### src/rtl/cia_serial_port.sv
// CIA 8520 serial data register engine: transmits buffered words on SP/CNT clocked by
// Timer A underflows (output mode) or receives words from external SP/CNT (input mode).
module cia_serial_port #(
  parameter int unsigned DATA_W      = 8,
  parameter int unsigned SYNC_STAGES = 2
) (
  input  logic              clk,
  input  logic              reset,
  input  logic              clk7_en,
  input  logic              wr,
  input  logic              sdr,
  input  logic              spmode,
  input  logic              tmra_ovf,
  input  logic [DATA_W-1:0] data_in,
  output logic [DATA_W-1:0] data_out,
  input  logic              cnt_in,
  input  logic              sp_in,
  output logic              cnt_out,
  output logic              sp_out,
  output logic              cnt_oe,
  output logic              sp_oe,
  output logic              irq_ser
);

  localparam int unsigned CNT_W = $clog2(DATA_W + 1);

  localparam logic [0:0] IDLE  = 1'b0;
  localparam logic [0:0] SHIFT = 1'b1;

  logic [0:0]             state, state_nxt;
  logic [DATA_W-1:0]      buf_q, buf_nxt;
  logic                   buf_full, buf_full_nxt;
  logic [DATA_W-1:0]      shreg, shreg_nxt;
  logic [CNT_W-1:0]       bitcnt, bitcnt_nxt;
  logic [DATA_W-1:0]      rxlatch, rxlatch_nxt;
  logic                   cnt_out_nxt, sp_out_nxt, irq_nxt;
  logic [SYNC_STAGES-1:0] cnt_sync, sp_sync;
  logic                   cnt_prev, spmode_q;
  logic                   cnt_s, sp_s, cnt_rise, mode_chg, cpu_wr;

  assign cnt_s    = cnt_sync[SYNC_STAGES-1];
  assign sp_s     = sp_sync[SYNC_STAGES-1];
  assign cnt_rise = cnt_s & ~cnt_prev;
  assign mode_chg = spmode ^ spmode_q;
  assign cpu_wr   = wr & sdr;

  assign cnt_oe   = spmode;
  assign sp_oe    = spmode;
  assign data_out = (sdr & ~wr) ? (spmode ? buf_q : rxlatch) : '0;

  // Pin synchronisers; cnt_prev always follows the synchronised CNT so a mode change reseeds it.
  always_ff @(posedge clk) begin
    if (clk7_en) begin
      if (reset) begin
        cnt_sync <= '1;
        sp_sync  <= '1;
        cnt_prev <= 1'b1;
        spmode_q <= spmode;
      end else begin
        cnt_sync <= {cnt_sync[SYNC_STAGES-2:0], cnt_in};
        sp_sync  <= {sp_sync[SYNC_STAGES-2:0], sp_in};
        cnt_prev <= cnt_s;
        spmode_q <= spmode;
      end
    end
  end

  always_ff @(posedge clk) begin
    if (clk7_en) begin
      if (reset) begin
        state    <= IDLE;
        buf_q    <= '0;
        buf_full <= 1'b0;
        shreg    <= '0;
        bitcnt   <= '0;
        rxlatch  <= '0;
        cnt_out  <= 1'b1;
        sp_out   <= 1'b1;
        irq_ser  <= 1'b0;
      end else begin
        state    <= state_nxt;
        buf_q    <= buf_nxt;
        buf_full <= buf_full_nxt;
        shreg    <= shreg_nxt;
        bitcnt   <= bitcnt_nxt;
        rxlatch  <= rxlatch_nxt;
        cnt_out  <= cnt_out_nxt;
        sp_out   <= sp_out_nxt;
        irq_ser  <= irq_nxt;
      end
    end
  end

  always_comb begin
    state_nxt    = state;
    buf_nxt      = buf_q;
    buf_full_nxt = buf_full;
    shreg_nxt    = shreg;
    bitcnt_nxt   = bitcnt;
    rxlatch_nxt  = rxlatch;
    cnt_out_nxt  = cnt_out;
    sp_out_nxt   = sp_out;
    irq_nxt      = 1'b0;

    if (mode_chg) begin
      // Direction change drops whatever word was in flight.
      state_nxt    = IDLE;
      bitcnt_nxt   = '0;
      buf_full_nxt = 1'b0;
      cnt_out_nxt  = 1'b1;
      sp_out_nxt   = 1'b1;
    end else if (spmode) begin
      if (cpu_wr) begin
        buf_nxt      = data_in;
        buf_full_nxt = 1'b1;
      end
      case (state)
        IDLE: begin
          cnt_out_nxt = 1'b1;
          if (tmra_ovf && buf_full) begin
            // A write in the load cycle keeps the buffer full with the new word.
            shreg_nxt   = buf_q;
            if (!cpu_wr) buf_full_nxt = 1'b0;
            sp_out_nxt  = buf_q[DATA_W-1];
            cnt_out_nxt = 1'b0;
            bitcnt_nxt  = CNT_W'(DATA_W);
            state_nxt   = SHIFT;
          end
        end
        default: begin
          if (tmra_ovf) begin
            if (!cnt_out) begin
              cnt_out_nxt = 1'b1;
              bitcnt_nxt  = bitcnt - CNT_W'(1);
              if (bitcnt == CNT_W'(1)) begin
                irq_nxt   = 1'b1;
                state_nxt = IDLE;
              end
            end else begin
              cnt_out_nxt = 1'b0;
              shreg_nxt   = shreg << 1;
              sp_out_nxt  = shreg[DATA_W-2];
            end
          end
        end
      endcase
    end else begin
      cnt_out_nxt = 1'b1;
      sp_out_nxt  = 1'b1;
      if (cpu_wr) rxlatch_nxt = data_in;
      if (bitcnt == CNT_W'(DATA_W)) begin
        rxlatch_nxt = shreg;
        irq_nxt     = 1'b1;
        bitcnt_nxt  = '0;
      end
      if (cnt_rise) begin
        shreg_nxt  = {shreg[DATA_W-2:0], sp_s};
        bitcnt_nxt = bitcnt_nxt + CNT_W'(1);
      end
    end
  end

endmodule

### config.mk
export PLATFORM = sky130hd
export DESIGN_NAME = cia_serial_port
export DESIGN_NICKNAME = d
export VERILOG_FILES = /design/src/rtl/cia_serial_port.sv
export SDC_FILE = /design/constraint.sdc
export NUM_CORES = 1
export LEC_CHECK = 0
export BUFFER_PORTS_ARGS = -buffer_cell sky130_fd_sc_hd__clkbuf_2
export CAP_MARGIN = 10
export CORE_UTILIZATION = 35
export DETAILED_ROUTE_END_ITERATION = 16
export SLEW_MARGIN = 20
export SYNTH_ARGS = -nofsm -noshare
export SYNTH_HDL_FRONTEND = slang
export SYNTH_SLANG_ARGS = --single-unit
### constraint.sdc
create_clock -name clk -period 5.4 [get_ports clk]
set_clock_uncertainty 0.1 [all_clocks]
set_input_delay 0.81 -clock clk [delete_from_list [all_inputs] [get_ports clk]]
set_output_delay 0.81 -clock clk [all_outputs]
set_load 0.005 [all_outputs]
==> impl_metrics.ini <==
[outcome]
status = finished clean

[clock_network]
cts_setup_buffers = 0
numCtsBuffers = 5
clk_latency_ps = 290
h-tree-depth = 2
cts_buffer_depth = 2
numClockSinks = 39
tritoncts = built
ctsHoldBuffers = 0
cts_root_buf = clkbuf_8
cts_resized = 0
clk_pin_slew_worst_paths_ps = 80

[logic_synthesis]
async_flop_share_pct = 0
netlist.area_leader.share_pct = 55.9
netlist_area_um2 = 2100
syn_avg_cell_area_um2 = 10.3
synth_ff_type = edfxtp_1
yosys.cell_types.count = 33
synth_edf_count = 39
syn_nets = 225
synthTopCellsByArea = edfxtp_1, nand2_1, a21oi_1
postSynthCellCount = 204
ys_warn_count = 0
synth.ff_latch_count = 39
ys_seq_area_share_pct = 55.9
synthDominantAreaCellType = edfxtp_1

[final_layout]
drive_above_1_share_pct = 19.4
fin_area_um2 = 2340
fin_util_pct = 41.5
nets = 248
antenna_cells = 0
synthToLayoutAreaGrowth_pct = 11.8
layout.cells.non_filler = 299

[worst_setup_path]
r2r_end = bitcnt[2]
rrSetupSlack_ps = 2830
r2r-start = bitcnt[0]
cp-end-kind = output pin
reg2reg_depth = 9
crit_fanout = 25
arrival_ps = 1740
required_ps = 4490
startpoint_type = primary input
criticalPathCategory = primary input to output pin

[global_route]
track_usage_pct = 14.5
grt_max_degree = 36
grt_pass1_vias = 1409
overflow = 0
antenna_found_initial = 0
grt_pass1_wl_mm = 6.81

[hold_path]
hp-class = register to register
min_from = cnt_sync[0]
min_to = cnt_sync[1]
hold_depth = 1

[sta]
setup_viol = 0
final-hold-violation-count = 0
post-route-min-period_ps = 2650
period_share_pct = 49.1
fin_tns_setup_ps = 0
slew_headroom_pct = 52.5
final_max_slew_viol_count = 0
grt_setup_unrepaired = false
worst_slew_pin_slew_ps = 711
fmax_mhz = 377

[floorplan]
core_um2 = 5640
rows = 27
initial_utilization_pct = 37.1
fp.dieW_um = 79.4
die_area_um2 = 6300
fp.dieH_um = 79.4
io_pins = 30

[placement]
io_buffers = 29
placed_area_um2 = 2260
dp_hpwl_mm = 2.95
gp_congestion = 0.781
dp.cells = 292

[drt]
wl_per_cell_um = 14.2
drc = 0
first_iter_violations = 108
num_vias = 1485
antenna_left = 0
drt_first_pass_iters = 4
wl_mm = 4.26
routed_via_density = 4.97

[power]
p_total_mw = 0.628
pwr-share-comb_pct = 12.3
peakVddDrop_v = 0.000132
switchingPower_mw = 0.157
p_seq_share_pct = 58.0
p_int_mw = 0.471
swShare_pct = 25.0
leakagePower_nw = 0.886
clkPwrFrac_pct = 29.8
power_density_nw_per_um2 = 268

[job]
maxCapViolCount = 0
-- sequential cells by signal, summed over array words and instances, names as in the netlist --
signal    count
bitcnt        4
buf_full      1
buf_q         8
cnt_out       1
cnt_prev      1
cnt_sync      2
irq_ser       1
rxlatch       8
shreg         8
sp_out        1
sp_sync       2
spmode_q      1
state         1
-- how the worst max path moves through the flow --
stage | start | end | slack (ps) | cells past startpoint
floorplan | spmode | data_out[0] | 3070 | 4
global placement | spmode | rxlatch[1] | 2620 | 5
global route | bitcnt[0] | rxlatch[7] | 2580 | 6
detailed placement | spmode | rxlatch[1] | 2590 | 5
finish | spmode | data_out[5] | 2750 | 4
CTS | spmode | data_out[5] | 2730 | 4
-- critical path: stages --
cell,delay [ps]
clkbuf_2,450
mux2i_1,290
nor2_1,60
clkbuf_2,120
-- kinds of logic after synthesis --
| family | share of synthesized area [%] |
|---|---|
| compound gates | 10.4 |
| simple gates | 21.4 |
| mux | 4.30 |
| fa+ha+maj | 2.39 |
| flops | 55.9 |
| xor+xnor | 1.67 |
| buf+inv | 3.88 |
-- power groups by stage --
stage / clock (mW) / combinational (mW) / sequential, mW
2_1_floorplan: 0 / 0.0583 / 0.366
3_3_place_gp: 0 / 0.0767 / 0.370
3_5_place_dp: 0 / 0.0779 / 0.371
4_1_cts: 0.191 / 0.0780 / 0.364
5_1_grt: 0.201 / 0.0871 / 0.366
6_report: 0.187 / 0.0771 / 0.364
-- synth_stat cells, types with 2 or more instances --
cell type and number:
edfxtp_1 39, o22ai_1 2, ha_1 4, xnor2_1 3, nor3_1 4, nor2_1 17, clkbuf_1 4, mux2i_1 9
a21oi_1 25, o21a_1 3, nand3b_1 2, buf_2 5, nand2_1 39, nor2b_1 13, inv_1 4, buf_4 3
o21ai_0 4, and2_1 3, nand2b_1 3, or2_2 5
-- per-stage QoR --
| step | hold WS, ps | worst slack [ps] |
|---|---|---|
| finish | 413 | 2750 |
| global route | 442 | 2580 |
| CTS | 413 | 2730 |
| detailed placement | 392 | 2590 |
| global placement | 381 | 2620 |
| floorplan | 379 | 3070 |
-- area by class of cell --
| class | count | area (um2) |
|---|---|---|
| timing repair buffer | 29 | 145 |
| clock inverter | 2 | 8.76 |
| fill | 556 | 3300 |
| inverter | 4 | 15.0 |
| clock buffer | 5 | 68.8 |
| multi-input combinational | 148 | 843 |
| sequential | 39 | 1170 |
| tap | 72 | 90.1 |
-- per-layer routing --
| metal | share of wire [%] | vias up | track usage, % | wire (um) |
|---|---|---|---|---|
| met5 | 0 | - | 0 | 0 |
| met4 | 1.4 | 0 | 4.55 | 59 |
| met3 | 6.2 | 6 | 3.89 | 262 |
| met2 | 47 | 51 | 23.0 | 2000 |
| met1 | 45 | 677 | 19.1 | 1930 |
| li1 | - | 751 | - | - |
-- placed cells by master (no fill, tap or decap), types with 2 or more instances in the layout --
cell type   n
a21oi_1    25
and2_1      3
clkbuf_2   29
clkbuf_8    5
edfxtp_1   39
ha_1        4
inv_1       4
mux2i_1     9
nand2_1    39
nand2b_1    3
nand3b_1    2
nor2_1     17
nor2b_1    13
nor3_1      4
o21a_1      3
o21ai_0     4
o22ai_1     2
or2_2       5
xnor2_1     3
(Power assumes the default switching activity.)
